`config.mk`:
```
export PLATFORM = sky130hd
export DESIGN_NAME = uart_rx_config
export DESIGN_NICKNAME = d
export VERILOG_FILES = /design/src/rtl/uart_pkg.sv /design/src/rtl/uart_baud_tick.sv /design/src/rtl/uart_rx_config.sv
export SDC_FILE = /design/constraint.sdc
export NUM_CORES = 1
export LEC_CHECK = 0
export BUFFER_PORTS_ARGS = -buffer_cell sky130_fd_sc_hd__buf_4
export CAP_MARGIN = 20
export CORE_MARGIN = 3
export CORE_UTILIZATION = 52
export DETAILED_ROUTE_END_ITERATION = 16
export GPL_TIMING_DRIVEN = 0
export PLACE_DENSITY = 0.71
export SLEW_MARGIN = 25
export SYNTH_ARGS = -nofsm -noshare
export SYNTH_HDL_FRONTEND = slang
export SYNTH_SLANG_ARGS = --single-unit
```
`constraint.sdc`:
```
create_clock -name Clk -period 2 [get_ports Clk]
set_input_delay 0.1 -clock Clk [delete_from_list [all_inputs] [get_ports Clk]]
set_output_delay 0.1 -clock Clk [all_outputs]
set_load 0.01 [all_outputs]
```
`src/rtl/uart_pkg.sv`:
```
// Shared definitions for the UART receiver: parity modes, FSM state encoding
// and the sample-tick divisor helper.
package uart_pkg;

    localparam int PARITY_NONE = 0;
    localparam int PARITY_EVEN = 1;
    localparam int PARITY_ODD  = 2;

    typedef enum logic [2:0] {
        RX_IDLE   = 3'd0,
        RX_START  = 3'd1,
        RX_DATA   = 3'd2,
        RX_PARITY = 3'd3,
        RX_STOP   = 3'd4
    } rxState_t;

    // Clock cycles per oversample tick, rounded down.
    function automatic int baudDivisor(input int clockFrequency, input int baudRate,
                                       input int oversample);
        return clockFrequency / (baudRate * oversample);
    endfunction

endpackage

```
`src/rtl/uart_baud_tick.sv`:
```
// Oversample tick generator: one-cycle Tick every DIVISOR clocks, re-phased
// by Restart so a new frame's sampling grid starts at the detected edge.
module uart_baud_tick #(
    parameter int DIVISOR = 10
) (
    input  logic Clk,
    input  logic Reset,
    input  logic Restart,
    output logic Tick
);

    localparam int CW = (DIVISOR > 1) ? $clog2(DIVISOR) : 1;
    localparam logic [CW-1:0] LAST = CW'(DIVISOR - 1);

    logic [CW-1:0] count;

    always_ff @(posedge Clk) begin
        if (Reset || Restart) begin
            count <= '0;
        end else if (count == LAST) begin
            count <= '0;
        end else begin
            count <= count + 1'b1;
        end
    end

    assign Tick = (count == LAST) && !Restart;

endmodule

```
`src/rtl/uart_rx_config.sv`:
```
// Configurable oversampling UART receiver with majority voting, parity/stop
// checking, break detection and a single-entry output register.
module uart_rx_config
    import uart_pkg::*;
#(
    parameter int CLOCK_FREQUENCY = 1_000_000,
    parameter int BAUD_RATE       = 9600,
    parameter int OVERSAMPLE      = 16,
    parameter int DATA_BITS       = 8,
    parameter int PARITY          = 0,
    parameter int STOP_BITS       = 1
) (
    input  logic                 Clk,
    input  logic                 Reset,
    input  logic                 RxWire,
    output logic [DATA_BITS-1:0] RxData,
    output logic                 RxValid,
    input  logic                 RxReady,
    output logic                 RxParityError,
    output logic                 RxFrameError,
    output logic                 RxOverrun,
    output logic                 RxBreak,
    output logic                 RxBusy
);

    localparam int DIVISOR = baudDivisor(CLOCK_FREQUENCY, BAUD_RATE, OVERSAMPLE);
    localparam int SCW     = $clog2(OVERSAMPLE);
    localparam logic [SCW-1:0] SAMPLE_A      = SCW'(OVERSAMPLE / 2 - 1);
    localparam logic [SCW-1:0] SAMPLE_B      = SCW'(OVERSAMPLE / 2);
    localparam logic [SCW-1:0] SAMPLE_DECIDE = SCW'(OVERSAMPLE / 2 + 1);
    localparam logic [SCW-1:0] SAMPLE_LAST   = SCW'(OVERSAMPLE - 1);
    localparam logic [3:0]     DATA_LAST     = 4'(DATA_BITS - 1);
    localparam logic [3:0]     STOP_LAST     = 4'(STOP_BITS - 1);

    if (DIVISOR < 1) begin : gBadDivisor
        $error("uart_rx_config: CLOCK_FREQUENCY too low for BAUD_RATE*OVERSAMPLE");
    end
    if (OVERSAMPLE < 8 || OVERSAMPLE > 32 || (OVERSAMPLE % 2) != 0 ||
        DATA_BITS < 5 || DATA_BITS > 9 || PARITY > 2 ||
        STOP_BITS < 1 || STOP_BITS > 2) begin : gBadConfig
        $error("uart_rx_config: unsupported parameter combination");
    end

    rxState_t state, nextState;

    logic                 syncA, syncB, prevSync;
    logic                 tick, restart;
    logic [SCW-1:0]       sampleCnt;
    logic                 sampleA, sampleB, vote;
    logic                 atDecide, atBitEnd;
    logic [3:0]           bitCnt;
    logic                 bitClear, bitAdvance;
    logic                 shiftBit, takeParity, takeStop, frameDone;
    logic [DATA_BITS-1:0] shiftReg;
    logic                 dataParity, parityErr, stopErr, allZero, breakHold;
    logic                 breakSeen, accept;

    uart_baud_tick #(.DIVISOR(DIVISOR)) uBaudTick (
        .Clk     (Clk),
        .Reset   (Reset),
        .Restart (restart),
        .Tick    (tick)
    );

    // The third sample is the live synchronized value at the decision tick.
    assign vote      = (sampleA & sampleB) | (sampleA & syncB) | (sampleB & syncB);
    assign atDecide  = tick && (sampleCnt == SAMPLE_DECIDE);
    assign atBitEnd  = tick && (sampleCnt == SAMPLE_LAST);
    assign breakSeen = takeStop && (bitCnt == 4'd0) && allZero && !vote;
    assign accept    = RxValid && RxReady;
    assign RxBusy    = (state != RX_IDLE);

    always_ff @(posedge Clk) begin
        if (Reset) begin
            state <= RX_IDLE;
        end else begin
            state <= nextState;
        end
    end

    always_comb begin
        nextState  = state;
        restart    = 1'b0;
        bitClear   = 1'b0;
        bitAdvance = 1'b0;
        shiftBit   = 1'b0;
        takeParity = 1'b0;
        takeStop   = 1'b0;
        frameDone  = 1'b0;
        case (state)
            RX_IDLE: begin
                if (prevSync && !syncB && !breakHold) begin
                    restart   = 1'b1;
                    bitClear  = 1'b1;
                    nextState = RX_START;
                end
            end
            RX_START: begin
                if (atDecide && vote) begin
                    nextState = RX_IDLE;
                end else if (atBitEnd) begin
                    nextState = RX_DATA;
                end
            end
            RX_DATA: begin
                shiftBit = atDecide;
                if (atBitEnd) begin
                    if (bitCnt == DATA_LAST) begin
                        bitClear  = 1'b1;
                        nextState = (PARITY == PARITY_NONE) ? RX_STOP : RX_PARITY;
                    end else begin
                        bitAdvance = 1'b1;
                    end
                end
            end
            RX_PARITY: begin
                takeParity = atDecide;
                if (atBitEnd) begin
                    nextState = RX_STOP;
                end
            end
            RX_STOP: begin
                takeStop = atDecide;
                // Finish at the last stop bit's centre so the next start edge is never missed.
                if (atDecide && bitCnt == STOP_LAST) begin
                    frameDone = 1'b1;
                    nextState = RX_IDLE;
                end else if (atBitEnd) begin
                    bitAdvance = 1'b1;
                end
            end
            default: nextState = RX_IDLE;
        endcase
    end

    always_ff @(posedge Clk) begin
        if (Reset) begin
            syncA      <= 1'b1;
            syncB      <= 1'b1;
            prevSync   <= 1'b1;
            sampleCnt  <= '0;
            sampleA    <= 1'b1;
            sampleB    <= 1'b1;
            bitCnt     <= '0;
            shiftReg   <= '0;
            dataParity <= 1'b0;
            parityErr  <= 1'b0;
            stopErr    <= 1'b0;
            allZero    <= 1'b0;
            breakHold  <= 1'b0;
            RxBreak    <= 1'b0;
        end else begin
            syncA    <= RxWire;
            syncB    <= syncA;
            prevSync <= syncB;
            RxBreak  <= breakSeen;

            if (restart) begin
                sampleCnt <= '0;
            end else if (tick) begin
                sampleCnt <= (sampleCnt == SAMPLE_LAST) ? '0 : sampleCnt + 1'b1;
            end
            if (tick && sampleCnt == SAMPLE_A) sampleA <= syncB;
            if (tick && sampleCnt == SAMPLE_B) sampleB <= syncB;

            if (bitClear) begin
                bitCnt <= '0;
            end else if (bitAdvance) begin
                bitCnt <= bitCnt + 1'b1;
            end

            if (restart) begin
                shiftReg   <= '0;
                dataParity <= 1'b0;
                parityErr  <= 1'b0;
                stopErr    <= 1'b0;
                allZero    <= 1'b1;
            end
            if (shiftBit) begin
                shiftReg   <= {vote, shiftReg[DATA_BITS-1:1]};
                dataParity <= dataParity ^ vote;
                if (vote) allZero <= 1'b0;
            end
            if (takeParity) begin
                parityErr <= (PARITY == PARITY_EVEN) ? (dataParity ^ vote) : ~(dataParity ^ vote);
                if (vote) allZero <= 1'b0;
            end
            if (takeStop && !vote) stopErr <= 1'b1;

            // After a break the line is still low; wait for it to go high before re-arming.
            if (breakSeen) begin
                breakHold <= 1'b1;
            end else if (syncB) begin
                breakHold <= 1'b0;
            end
        end
    end

    always_ff @(posedge Clk) begin
        if (Reset) begin
            RxData        <= '0;
            RxValid       <= 1'b0;
            RxParityError <= 1'b0;
            RxFrameError  <= 1'b0;
            RxOverrun     <= 1'b0;
        end else begin
            if (frameDone && (!RxValid || RxReady)) begin
                RxData        <= shiftReg;
                RxValid       <= 1'b1;
                RxParityError <= parityErr;
                RxFrameError  <= stopErr | !vote;
            end else if (accept) begin
                RxData        <= '0;
                RxValid       <= 1'b0;
                RxParityError <= 1'b0;
                RxFrameError  <= 1'b0;
            end

            if (accept) begin
                RxOverrun <= 1'b0;
            end else if (frameDone && RxValid) begin
                RxOverrun <= 1'b1;
            end
        end
    end

endmodule

```
==> results.txt <==
The tools report the iteration count of the initial detailed-routing pass as 4. The tools report the sort of element at the end of the critical path as a flip-flop. The synthesized area per cell was 9.12 sq um; the initial DRC count was 113. The root buffer cell was sky130_fd_sc_hd__clkbuf_8.

The worst setup margin was 0.113 ns; the share of the clock period used by the worst path after layout was 94.3%. The final number of max-transition violations is 0, and the flip-flop and latch count after synthesis is 45. Setup violations remaining at the end of the flow were counted as 0. After detailed placement, the total cell area comes to 2210 sq um. The first global-routing pass estimated 6640 um of wire. Category of the most critical setup path: reg2reg. For the latest clock arrival within the worst-skew pair, the log shows 0.30 ns. Type of element launching the critical path: a flip-flop.

The final setup skew came out at 0.0140 ns. The final instance area is 2360 sq um. For this block, the routed nets add up to 4080 um of wire.

The top cell types in the final layout, fill and taps aside, are sky130_fd_sc_hd__dfxtp_1 (42), sky130_fd_sc_hd__nor2_1 (25), sky130_fd_sc_hd__a21oi_1 (19). Leaving out fill and tap cells, the most frequent cell in the layout is sky130_fd_sc_hd__dfxtp_1. Layout-stage area growth over the synthesis result: 16.7%.

For the sink count of the clock tree, the log shows 45. Pin slew with the least headroom to its limit: 0.506 ns. The critical path ends at shiftReg[5].

The worst register-to-register path begins at state[2]. For this run, the register share of the synthesized area comes to 44.5%. From left edge to right edge, the die measures 68.4 um. The die covers 4680 sq um.

Summed over all cells, the static leakage comes to 0.859 nW. The starting density of the core is 54.5%. During placement, the flow inserted port buffers numbering 17. The run gives 3720 sq um as the area of the placeable core. Data on the critical path is required at its endpoint by 2.17 ns. The total number of H-tree levels was 2; the clock input transition at the sequential cells of the worst setup and hold paths was 0.08 ns.

The smallest clock period supported by the final layout is computed as 1.89 ns. Summed over all instances, the cell type with the most area after synthesis is sky130_fd_sc_hd__dfxtp_1. For the via count of the first global-routing pass, the log shows 1428. The run gives 0.827 as the routability congestion estimate. The min-delay analysis places its worst path in the category in2reg.

The total overflow left after global routing is 0. The detailed router placed 1605 vias in this run. The number of nets in the synthesized netlist is 233.

For the total negative slack for setup checks, the log shows 0 ns. The run gives -0.207 ns as the worst setup timing slack at the placement stage. Wire length per cell: 13.8 um.

Sorting the synthesized cells by area gives the leading types as sky130_fd_sc_hd__dfxtp_1 (44%), sky130_fd_sc_hd__nor2_1 (4.8%), sky130_fd_sc_hd__a21oi_1 (4.7%). TritonCTS built the clock tree. The run gives 0 as the initial antenna violation count.

The number of enable-type register cells in the synthesized netlist came out at 0. Counting cells, the worst reg-to-reg path comes to 7. Number of nets in the final layout: 257. 18 I/O pins were placed.

Row generation in the floorplan step produced 22 rows. The maximum achievable frequency is 0.530 GHz. Summed over its instances, the top area cell type makes up 44.5% of the synthesized netlist area. The worst pin sits at a relative slew slack of 66.0%. The tools report the number of warnings reported in the yosys synthesis log as 0. The endpoint identified for the worst register-to-register timing path is shiftReg[5]. The run finished with clean final reports.

The post-route DRC violation count was 0. The netlist uses 49 different library cells. Internal reg-to-reg setup slack: 0.11 ns.

Counting the buffers created by CTS gives 5. The total power per unit cell area came out at 716 nW/um^2. Count of mapped cells out of synthesis: 222. The most common flop cell mapped by yosys was sky130_fd_sc_hd__dfxtp_1.

The proportion of synthesized flip-flops having asynchronous set or reset came out at 0%. The number of antenna-violating nets in the routed design was 0; the total count of hold-check failures in the final report was 0. For this run, the total global-route usage over all layers was measured as 19.2%.

The longest clock path from root to sink contains 2 buffers. The repair_antennas step left the layout with diodes totalling 0. Including well taps, the total number of placed cells is 287. Tracing the worst setup path back leads to its startpoint at state[2].

Detailed-route vias per instance: 5.44. The tools report the buffer count from post-CTS setup fixing as 0. In this run the worst path has a maximum fanout of 10. Placed wire-length estimate after detailed placement: 2810 um.

The cell area that synthesis handed to floorplanning was 2020 sq um. Data arrives at the worst endpoint at 2.06 ns. Max-cap violations in this run came to 0. The share of cells above drive strength 1 works out to 20.6%. The worst-case IR drop observed on VDD is 0.445 mV. For the maximum number of pins on one net before global-route repair, the log shows 15. After the flow finishes, the layout carries non-filler instances totaling 295. The die span in y works out to 68.4 um.
[state kept, by name, indices dropped and copies added, names as in the netlist, 3 cells and up]
register,cells
RxData,8
shiftReg,8
uBaudTick.count,3
sampleCnt,4
state,3
bitCnt,4
[metrics by stage]
step | utilization, % | total power [mW] | hold WS, ns
after detailed placement | 59.5 | 1.02 | 0.289
final | 63.6 | 1.69 | 0.142
after CTS | 63.1 | 1.70 | 0.143
after floorplan | - | 0.994 | 0.200
after global routing | 63.6 | 1.75 | 0.154
after global placement | 59.5 | 1.02 | 0.284
[kinds of logic (layout without fill, tap and decap cells)]
kind of cell	after synthesis	count (layout)	share of synthesized area, %
and+or+nand+nor	90	90	23.7
AOI/OAI and AO/OA	47	47	16.4
DFF	45	45	44.5
buffers and inverters	20	45	4.88
adders and majority gates	8	8	4.82
xor gates and xnor gates	6	6	2.60
muxes	6	6	3.03
[metal layers]
metal  up-vias  track usage (%)  part of all wire (%)
met2        25             26.7                    45
met5         -                0                     0
met4         0             8.19                   1.9
met3         7             3.94                   3.3
li1        840                -                     -
met1       733             28.1                    50
[final cells by class]
cell class                      instances  area [sq um]
Multi-Input combinational cell        157          1040
Timing Repair Buffer                   19           148
Clock inverter                          2          38.8
Tap cell                               48          60.1
Inverter                                6          22.5
Clock buffer                            6          72.6
Buffer                                 12          77.6
Sequential cell                        45           905
Fill cell                             356          1350
[how the worst min path moves through the flow]
| stage | start | end | slack (ns) | cells past startpoint |
|---|---|---|---|---|
| after global routing | Reset | sampleCnt[3] | 0.15 | 3 |
| after CTS | Reset | sampleCnt[1] | 0.14 | 3 |
| final | Reset | sampleCnt[0] | 0.14 | 3 |
| after floorplan | RxReady | RxOverrun | 0.20 | 1 |
| after detailed placement | RxWire | syncA | 0.29 | 2 |
| after global placement | RxWire | syncA | 0.28 | 2 |
[critical path, cell delays in order (launching register included)]
cell and delay, ns:
sky130_fd_sc_hd__dfxtp_1 0.31, sky130_fd_sc_hd__buf_6 0.13, sky130_fd_sc_hd__or4b_1 0.48, sky130_fd_sc_hd__or3_1 0.33, sky130_fd_sc_hd__buf_6 0.16, sky130_fd_sc_hd__buf_2 0.18, sky130_fd_sc_hd__nand3_1 0.10, sky130_fd_sc_hd__a21oi_1 0.07
[cell usage after synthesis, types with 3 or more instances]
| library cell | n |
|---|---|
| sky130_fd_sc_hd__nand3_1 | 18 |
| sky130_fd_sc_hd__dfxtp_1 | 45 |
| sky130_fd_sc_hd__ha_1 | 7 |
| sky130_fd_sc_hd__xnor2_1 | 3 |
| sky130_fd_sc_hd__o21ai_0 | 3 |
| sky130_fd_sc_hd__o31ai_1 | 4 |
| sky130_fd_sc_hd__nand2_1 | 14 |
| sky130_fd_sc_hd__or2_2 | 4 |
| sky130_fd_sc_hd__or3_1 | 3 |
| sky130_fd_sc_hd__buf_2 | 4 |
| sky130_fd_sc_hd__nand2b_1 | 6 |
| sky130_fd_sc_hd__a22oi_1 | 9 |
| sky130_fd_sc_hd__inv_1 | 6 |
| sky130_fd_sc_hd__xor2_1 | 3 |
| sky130_fd_sc_hd__clkbuf_1 | 7 |
| sky130_fd_sc_hd__nor2b_1 | 3 |
| sky130_fd_sc_hd__a21oi_1 | 19 |
| sky130_fd_sc_hd__mux2i_1 | 5 |
| sky130_fd_sc_hd__nor2_1 | 26 |
[report_power, final]
group,total (mW),switching [mW],leakage (nW),internal [mW]
Clock,0.687,0.312,0.0554,0.375
Combinational,0.0872,0.0502,0.439,0.0371
Sequential,0.918,0.0101,0.365,0.907
Total,1.69,0.372,0.859,1.32
[repair_timing]
| action | CTS | global route |
|---|---|---|
| pin swaps | 0 | 1 |
| hold buffers | 2 | 0 |
| hold endpoints to repair | 2 | 0 |
| resized for setup | 2 | 9 |
| endpoints found under the setup margin | 19 | 21 |
Power figures use the tool's default switching activity.
